**src/rtl/uart_rx_pkg.sv**
```systemverilog
// Shared 8N1 UART definitions: default line rate, frame constants and receiver states.
package uart_rx_pkg;

    localparam int unsigned DefaultUartBps = 9600;
    localparam int unsigned DefaultClkFreq = 50_000_000;
    localparam int unsigned DataBits       = 8;
    localparam int unsigned BaudCntW       = 16;
    localparam logic        StopLevel      = 1'b1;
    localparam logic        IdleLevel      = 1'b1;

    typedef enum logic [1:0] {
        StIdle,
        StStart,
        StData,
        StStop
    } rx_state_e;

endpackage

```
**src/rtl/uart_rx_if.sv**
```systemverilog
// Receiver-side signal bundle: serial line in, parallel byte plus status pulses out.
interface uart_rx_if;

    logic       rx;
    logic [7:0] po_data;
    logic       po_flag;
    logic       frame_err;

    modport master (
        output rx,
        input  po_data,
        input  po_flag,
        input  frame_err
    );

    modport slave (
        input  rx,
        output po_data,
        output po_flag,
        output frame_err
    );

endinterface

```
**src/rtl/sync_2ff.sv**
```systemverilog
// Two-flop synchroniser for a single asynchronous input, with a selectable reset level.
module sync_2ff #(
    parameter logic ResetVal = 1'b0
) (
    input  logic clk_i,
    input  logic rst_ni,
    input  logic d_i,
    output logic q_o
);

    logic meta_q;
    logic sync_q;

    always_ff @(posedge clk_i or negedge rst_ni) begin
        if (!rst_ni) begin
            meta_q <= ResetVal;
            sync_q <= ResetVal;
        end else begin
            meta_q <= d_i;
            sync_q <= meta_q;
        end
    end

    assign q_o = sync_q;

endmodule

```
**src/rtl/uart_rx.sv**
```systemverilog
// 8N1 serial receiver: synchronises rx, samples each bit at mid-bit and emits one-cycle
// po_flag / frame_err pulses per frame.
module uart_rx
    import uart_rx_pkg::*;
#(
    parameter int unsigned UART_BPS = DefaultUartBps,
    parameter int unsigned CLK_FREQ = DefaultClkFreq
) (
    input  logic      sys_clk,
    input  logic      sys_rst_n,
    uart_rx_if.slave  bus
);

    localparam int unsigned         BaudCntMax = CLK_FREQ / UART_BPS;
    localparam logic [BaudCntW-1:0] BaudLast   = BaudCntW'(BaudCntMax - 1);
    localparam logic [BaudCntW-1:0] Half       = BaudCntW'(BaudCntMax / 2);
    localparam logic [2:0]          LastBit    = 3'(DataBits - 1);

    logic                rx_s;
    logic                sample;
    rx_state_e           state_q, state_d;
    logic                armed_q, armed_d;
    logic [1:0]          fill_q, fill_d;
    logic [BaudCntW-1:0] baud_q, baud_d;
    logic [2:0]          bit_cnt_q, bit_cnt_d;
    logic [7:0]          shift_q, shift_d;
    logic [7:0]          po_data_q, po_data_d;
    logic                po_flag_q, po_flag_d;
    logic                frame_err_q, frame_err_d;

    sync_2ff #(
        .ResetVal (IdleLevel)
    ) u_sync (
        .clk_i  (sys_clk),
        .rst_ni (sys_rst_n),
        .d_i    (bus.rx),
        .q_o    (rx_s)
    );

    assign sample = (baud_q == Half);

    always_comb begin
        state_d     = state_q;
        armed_d     = 1'b0;
        // The synchroniser holds its reset level for two cycles after release; those
        // stale highs must not arm a start on a line that is really low.
        fill_d      = {fill_q[0], 1'b1};
        baud_d      = (baud_q == BaudLast) ? '0 : baud_q + 16'd1;
        bit_cnt_d   = bit_cnt_q;
        shift_d     = shift_q;
        po_data_d   = po_data_q;
        po_flag_d   = 1'b0;
        frame_err_d = 1'b0;

        unique case (state_q)
            StIdle: begin
                if (armed_q && !rx_s) begin
                    state_d = StStart;
                end else begin
                    armed_d = armed_q | (rx_s & fill_q[1]);
                end
            end
            StStart: begin
                if (sample) begin
                    if (!rx_s) begin
                        state_d   = StData;
                        bit_cnt_d = '0;
                    end else begin
                        state_d = StIdle;
                    end
                end
            end
            StData: begin
                if (sample) begin
                    shift_d   = {rx_s, shift_q[7:1]};
                    bit_cnt_d = bit_cnt_q + 3'd1;
                    if (bit_cnt_q == LastBit) begin
                        state_d = StStop;
                    end
                end
            end
            StStop: begin
                // Leave at mid-stop so the next start edge can be caught back-to-back.
                if (sample) begin
                    state_d = StIdle;
                    if (rx_s == StopLevel) begin
                        po_data_d = shift_q;
                        po_flag_d = 1'b1;
                    end else begin
                        frame_err_d = 1'b1;
                    end
                end
            end
            default: state_d = StIdle;
        endcase

        if (state_q == StIdle || state_d == StIdle) begin
            baud_d = '0;
        end
    end

    always_ff @(posedge sys_clk or negedge sys_rst_n) begin
        if (!sys_rst_n) begin
            state_q     <= StIdle;
            armed_q     <= 1'b0;
            fill_q      <= '0;
            baud_q      <= '0;
            bit_cnt_q   <= '0;
            shift_q     <= '0;
            po_data_q   <= '0;
            po_flag_q   <= 1'b0;
            frame_err_q <= 1'b0;
        end else begin
            state_q     <= state_d;
            armed_q     <= armed_d;
            fill_q      <= fill_d;
            baud_q      <= baud_d;
            bit_cnt_q   <= bit_cnt_d;
            shift_q     <= shift_d;
            po_data_q   <= po_data_d;
            po_flag_q   <= po_flag_d;
            frame_err_q <= frame_err_d;
        end
    end

    assign bus.po_data   = po_data_q;
    assign bus.po_flag   = po_flag_q;
    assign bus.frame_err = frame_err_q;

endmodule
```
**src/flat_wrapper.sv**
```systemverilog
// flat-port wrapper written by rule: the top's interface ports become plain ports
module uart_rx_flat import uart_rx_pkg::*;
#(
    parameter int unsigned UART_BPS = DefaultUartBps,
    parameter int unsigned CLK_FREQ = DefaultClkFreq
)
  (sys_clk, sys_rst_n, bus_rx, bus_po_data, bus_po_flag, bus_frame_err);
  uart_rx_if bus_i ();
  input  logic sys_clk;
  input  logic sys_rst_n;
  input wire logic [$bits(bus_i.rx)-1:0] bus_rx;
  output wire logic [$bits(bus_i.po_data)-1:0] bus_po_data;
  output wire logic [$bits(bus_i.po_flag)-1:0] bus_po_flag;
  output wire logic [$bits(bus_i.frame_err)-1:0] bus_frame_err;
  assign bus_i.rx = bus_rx;
  assign bus_po_data = bus_i.po_data;
  assign bus_po_flag = bus_i.po_flag;
  assign bus_frame_err = bus_i.frame_err;
  uart_rx #(.UART_BPS(UART_BPS), .CLK_FREQ(CLK_FREQ)) u_core (.sys_clk(sys_clk), .sys_rst_n(sys_rst_n), .bus(bus_i));
endmodule
```
**config.mk**
```make
export PLATFORM = sky130hd
export DESIGN_NAME = uart_rx_flat
export DESIGN_NICKNAME = d
export VERILOG_FILES = /design/src/rtl/uart_rx_pkg.sv /design/src/rtl/uart_rx_if.sv /design/src/rtl/sync_2ff.sv /design/src/rtl/uart_rx.sv /design/src/flat_wrapper.sv
export SDC_FILE = /design/constraint.sdc
export NUM_CORES = 1
export LEC_CHECK = 0
export CAP_MARGIN = 15
export CORE_AREA = 2 2 53 80
export CTS_BUF_LIST = sky130_fd_sc_hd__clkbuf_4
export DETAILED_ROUTE_END_ITERATION = 8
export DIE_AREA = 0 0 55 82
export PLACE_DENSITY = 0.73
export SYNTH_ARGS = -nofsm -noshare
export SYNTH_HDL_FRONTEND = slang
export SYNTH_HIERARCHICAL = 1
export SYNTH_SLANG_ARGS = --single-unit
```
**constraint.sdc**
```tcl
create_clock -name sys_clk -period 3.3 [get_ports sys_clk]
set_input_delay 0.495 -clock sys_clk [delete_from_list [all_inputs] [get_ports sys_clk]]
set_output_delay 0.495 -clock sys_clk [all_outputs]
set_load 0.02 [all_outputs]
```
==> out/qor.yml <==
status:
  status: "completed"
worst_setup_path:
  reg2reg_from: "u_core/baud_q[8]"
  r2r_end: "u_core/shift_q[5]"
  worst-setup-path-type: "flop to flop"
  r2r_cells: 5
  critPathLaunchType: "flop"
  endpoint_kind: "flop"
  r2r_setup_slack_ns: 0.87
  worstPathMaxFanout: 11
  worst_ep_required_time_ns: 3.53
  crit_arrival_ns: 2.67
timing:
  fin_crit_ns: 2.43
  fin_crit_sh_pct: 73.8
  fmax_mhz: 411
  clock_skew_ns: 0.0158
  final_max_slew_viol_count: 0
  fin_setup_tns_ns: 0
  setup_violations: 0
  worst_slew_pin_slew_ns: 0.924
  finalHoldViolations: 0
  timing.hold.ws_ns: 0.271
  slew_headroom_pct: 38.4
  grt_setup_unrepaired: "false"
cts:
  cts_buffers: 5
  cts.path.max_buffers: 2
  cts_hold_buf: 0
  clk_latency_ns: 0.35
  htree_num_levels: 2
  cts.sinks: 44
  post_cts.repair.setup_buffers: 0
  root_buffer: "clkbuf_4"
  ctsResizeCount: 0
  clk_pin_slew_ns: 0.13
  cts_tree: "built"
global_routing:
  first_global_vias: 1271
  grt_antenna_before_repair: 0
  grt_pass1_wl_um: 5600
  grt-ovfl-total: 0
  grt_usage_pct: 17.4
  grt_max_degree: 45
synthesis:
  seq_area_frac_synth_pct: 53.8
  netlist_area_mm2: 0.00205
  yosys_register_bits: 44
  synth_cells: 167
  ys_warn_count: 6
  ys_dominant_reg_cell: "dfrtp_1"
  synth_area_per_cell_um2: 12.3
  synth-edff-count: 0
  async_reset_ff_share_pct: 100
  synth_cell_type_count: 36
  syn-num-nets: 174
power:
  power_leakage_nw: 1.02
  vdd_drop_max_v: 0.000404
  powerDensity_mw_per_mm2: 491
die:
  fp.dieH_um: 82
  dieArea_mm2: 0.00451
  core.rowCount: 28
  core_mm2: 0.00385
  die-width_um: 55
  initial_core_util_pct: 53.2
  io_pins: 13
min_path:
  hold_path.class: "primary input to asynchronous set/reset pin"
cells_and_area:
  fin_util_pct: 59.4
  fill_cells: 329
  mostFrequentLayoutCells: "dfrtp_1 (42), nor2_1 (27), mux2_4 (16)"
  diodes: 0
  drive_gt1_share_pct: 20.8
  final_common_cell: "dfrtp_1"
  multi_input_area_um2: 873
  layout.nets: 189
  ff_latch_area_mm2: 0.00110
  synthToLayoutAreaGrowth_pct: 11.6
run:
  maxCapViolations: 0
routing:
  drc: 0
  num_vias: 1272
  wire_per_inst_um: 14.5
  vias_per_cell: 5.58
  wirelength_um: 3310
  drt_pass1_iterations: 4
  antenna_left: 0
  drt_iter0_drc: 13
place:
  port_buffers: 12
  dp_hpwl_um: 2310
  place_congestion: 0.814
-- cell families (layout without fill, tap and decap cells) --
group	Yosys count	count (layout)	share of synthesized area [%]
buffers and inverters	12	28	3.54
AO/OA/AOI/OAI	10	10	3.97
AND/OR/NAND/NOR	66	66	18.3
multiplexers	16	16	11.7
adder cells (fa/ha/maj)	4	4	2.44
other	1	1	0.183
flip-flops	44	44	53.8
XOR/XNOR	14	14	5.98
-- per-stage QoR --
step	area, um2	setup WS, ns	instances	total power, mW
6_report	2290	0.866	228	1.12
3_5_place_dp	2180	0.891	220	0.729
5_1_grt	2290	0.806	228	1.19
3_3_place_gp	2180	0.927	220	0.721
4_1_cts	2290	0.857	228	1.14
2_1_floorplan	2050	0.975	167	0.691
-- worst max-delay path by stage --
| stage | from | endpoint | depth (start not counted) |
|---|---|---|---|
| 6_report | u_core/baud_q[8] | u_core/shift_q[5] | 5 |
| 5_1_grt | u_core/baud_q[8] | u_core/baud_q[15] | 5 |
| 4_1_cts | u_core/baud_q[8] | u_core/shift_q[5] | 5 |
| 3_5_place_dp | u_core/baud_q[8] | u_core/shift_q[3] | 5 |
| 3_3_place_gp | u_core/baud_q[8] | u_core/shift_q[2] | 5 |
| 2_1_floorplan | u_core/baud_q[8] | u_core/bus.po_data[0] | 6 |
-- per-layer routing --
metal  up-vias  track usage [%]  wire, um
li1        607                -         -
met1       631             20.6      1410
met2        27             28.0      1720
met3         7             4.73       115
met4         0             9.27        66
met5         -                0         0
-- synthesized netlist by cell type, types with 2 or more instances --
library cell | instances | share of area (%)
nand2_1 | 6 | 1.1
mux2_4 | 16 | 12
dfrtp_1 | 42 | 51
xor2_1 | 8 | 3.4
nor4_1 | 4 | 1.2
inv_1 | 7 | 1.3
buf_2 | 3 | 0.73
a2111oi_2 | 2 | 1.5
or4_4 | 2 | 1.1
nand3_1 | 7 | 1.7
nor2_1 | 27 | 4.9
dfstp_2 | 2 | 2.6
nor4bb_1 | 3 | 1.5
nand4_1 | 5 | 1.5
ha_1 | 4 | 2.4
nor3_1 | 3 | 0.73
xnor2_1 | 6 | 2.6
o21ai_0 | 2 | 0.49
-- flip-flops by register name, summed over array words and instances (netlist names) --
name                  flops
u_core/shift_q            8
u_core/bus.po_flag        1
u_core/bus.frame_err      1
u_core/armed_q            1
u_core/u_sync/meta_q      1
u_core/bit_cnt_q          3
u_core/baud_q            16
u_core/bus.po_data        8
u_core/fill_q             2
u_core/state_q            2
u_core/u_sync/q_o         1
-- where the power goes --
group	switching (mW)	internal [mW]
Sequential	0.0418	0.568
Combinational	0.0669	0.0413
Clock	0.160	0.245
Total	0.268	0.854
-- critical path, cell delays in order, from the launching register on --
cell and delay [ns]:
dfrtp_1 0.43, or4_4 0.54, or4_4 0.49, nor4b_4 0.26
buf_4 0.27, mux2_4 0.32
-- cell type report --
type	count	area share [%]
multi-input combinational	111	38.2
timing repair buffer	13	5.36
clock buffer	6	1.97
inverter	7	1.15
clock inverter	2	2.63
sequential	44	48.2
tap	45	2.46
No activity file was read; power rests on OpenSTA's default activity.
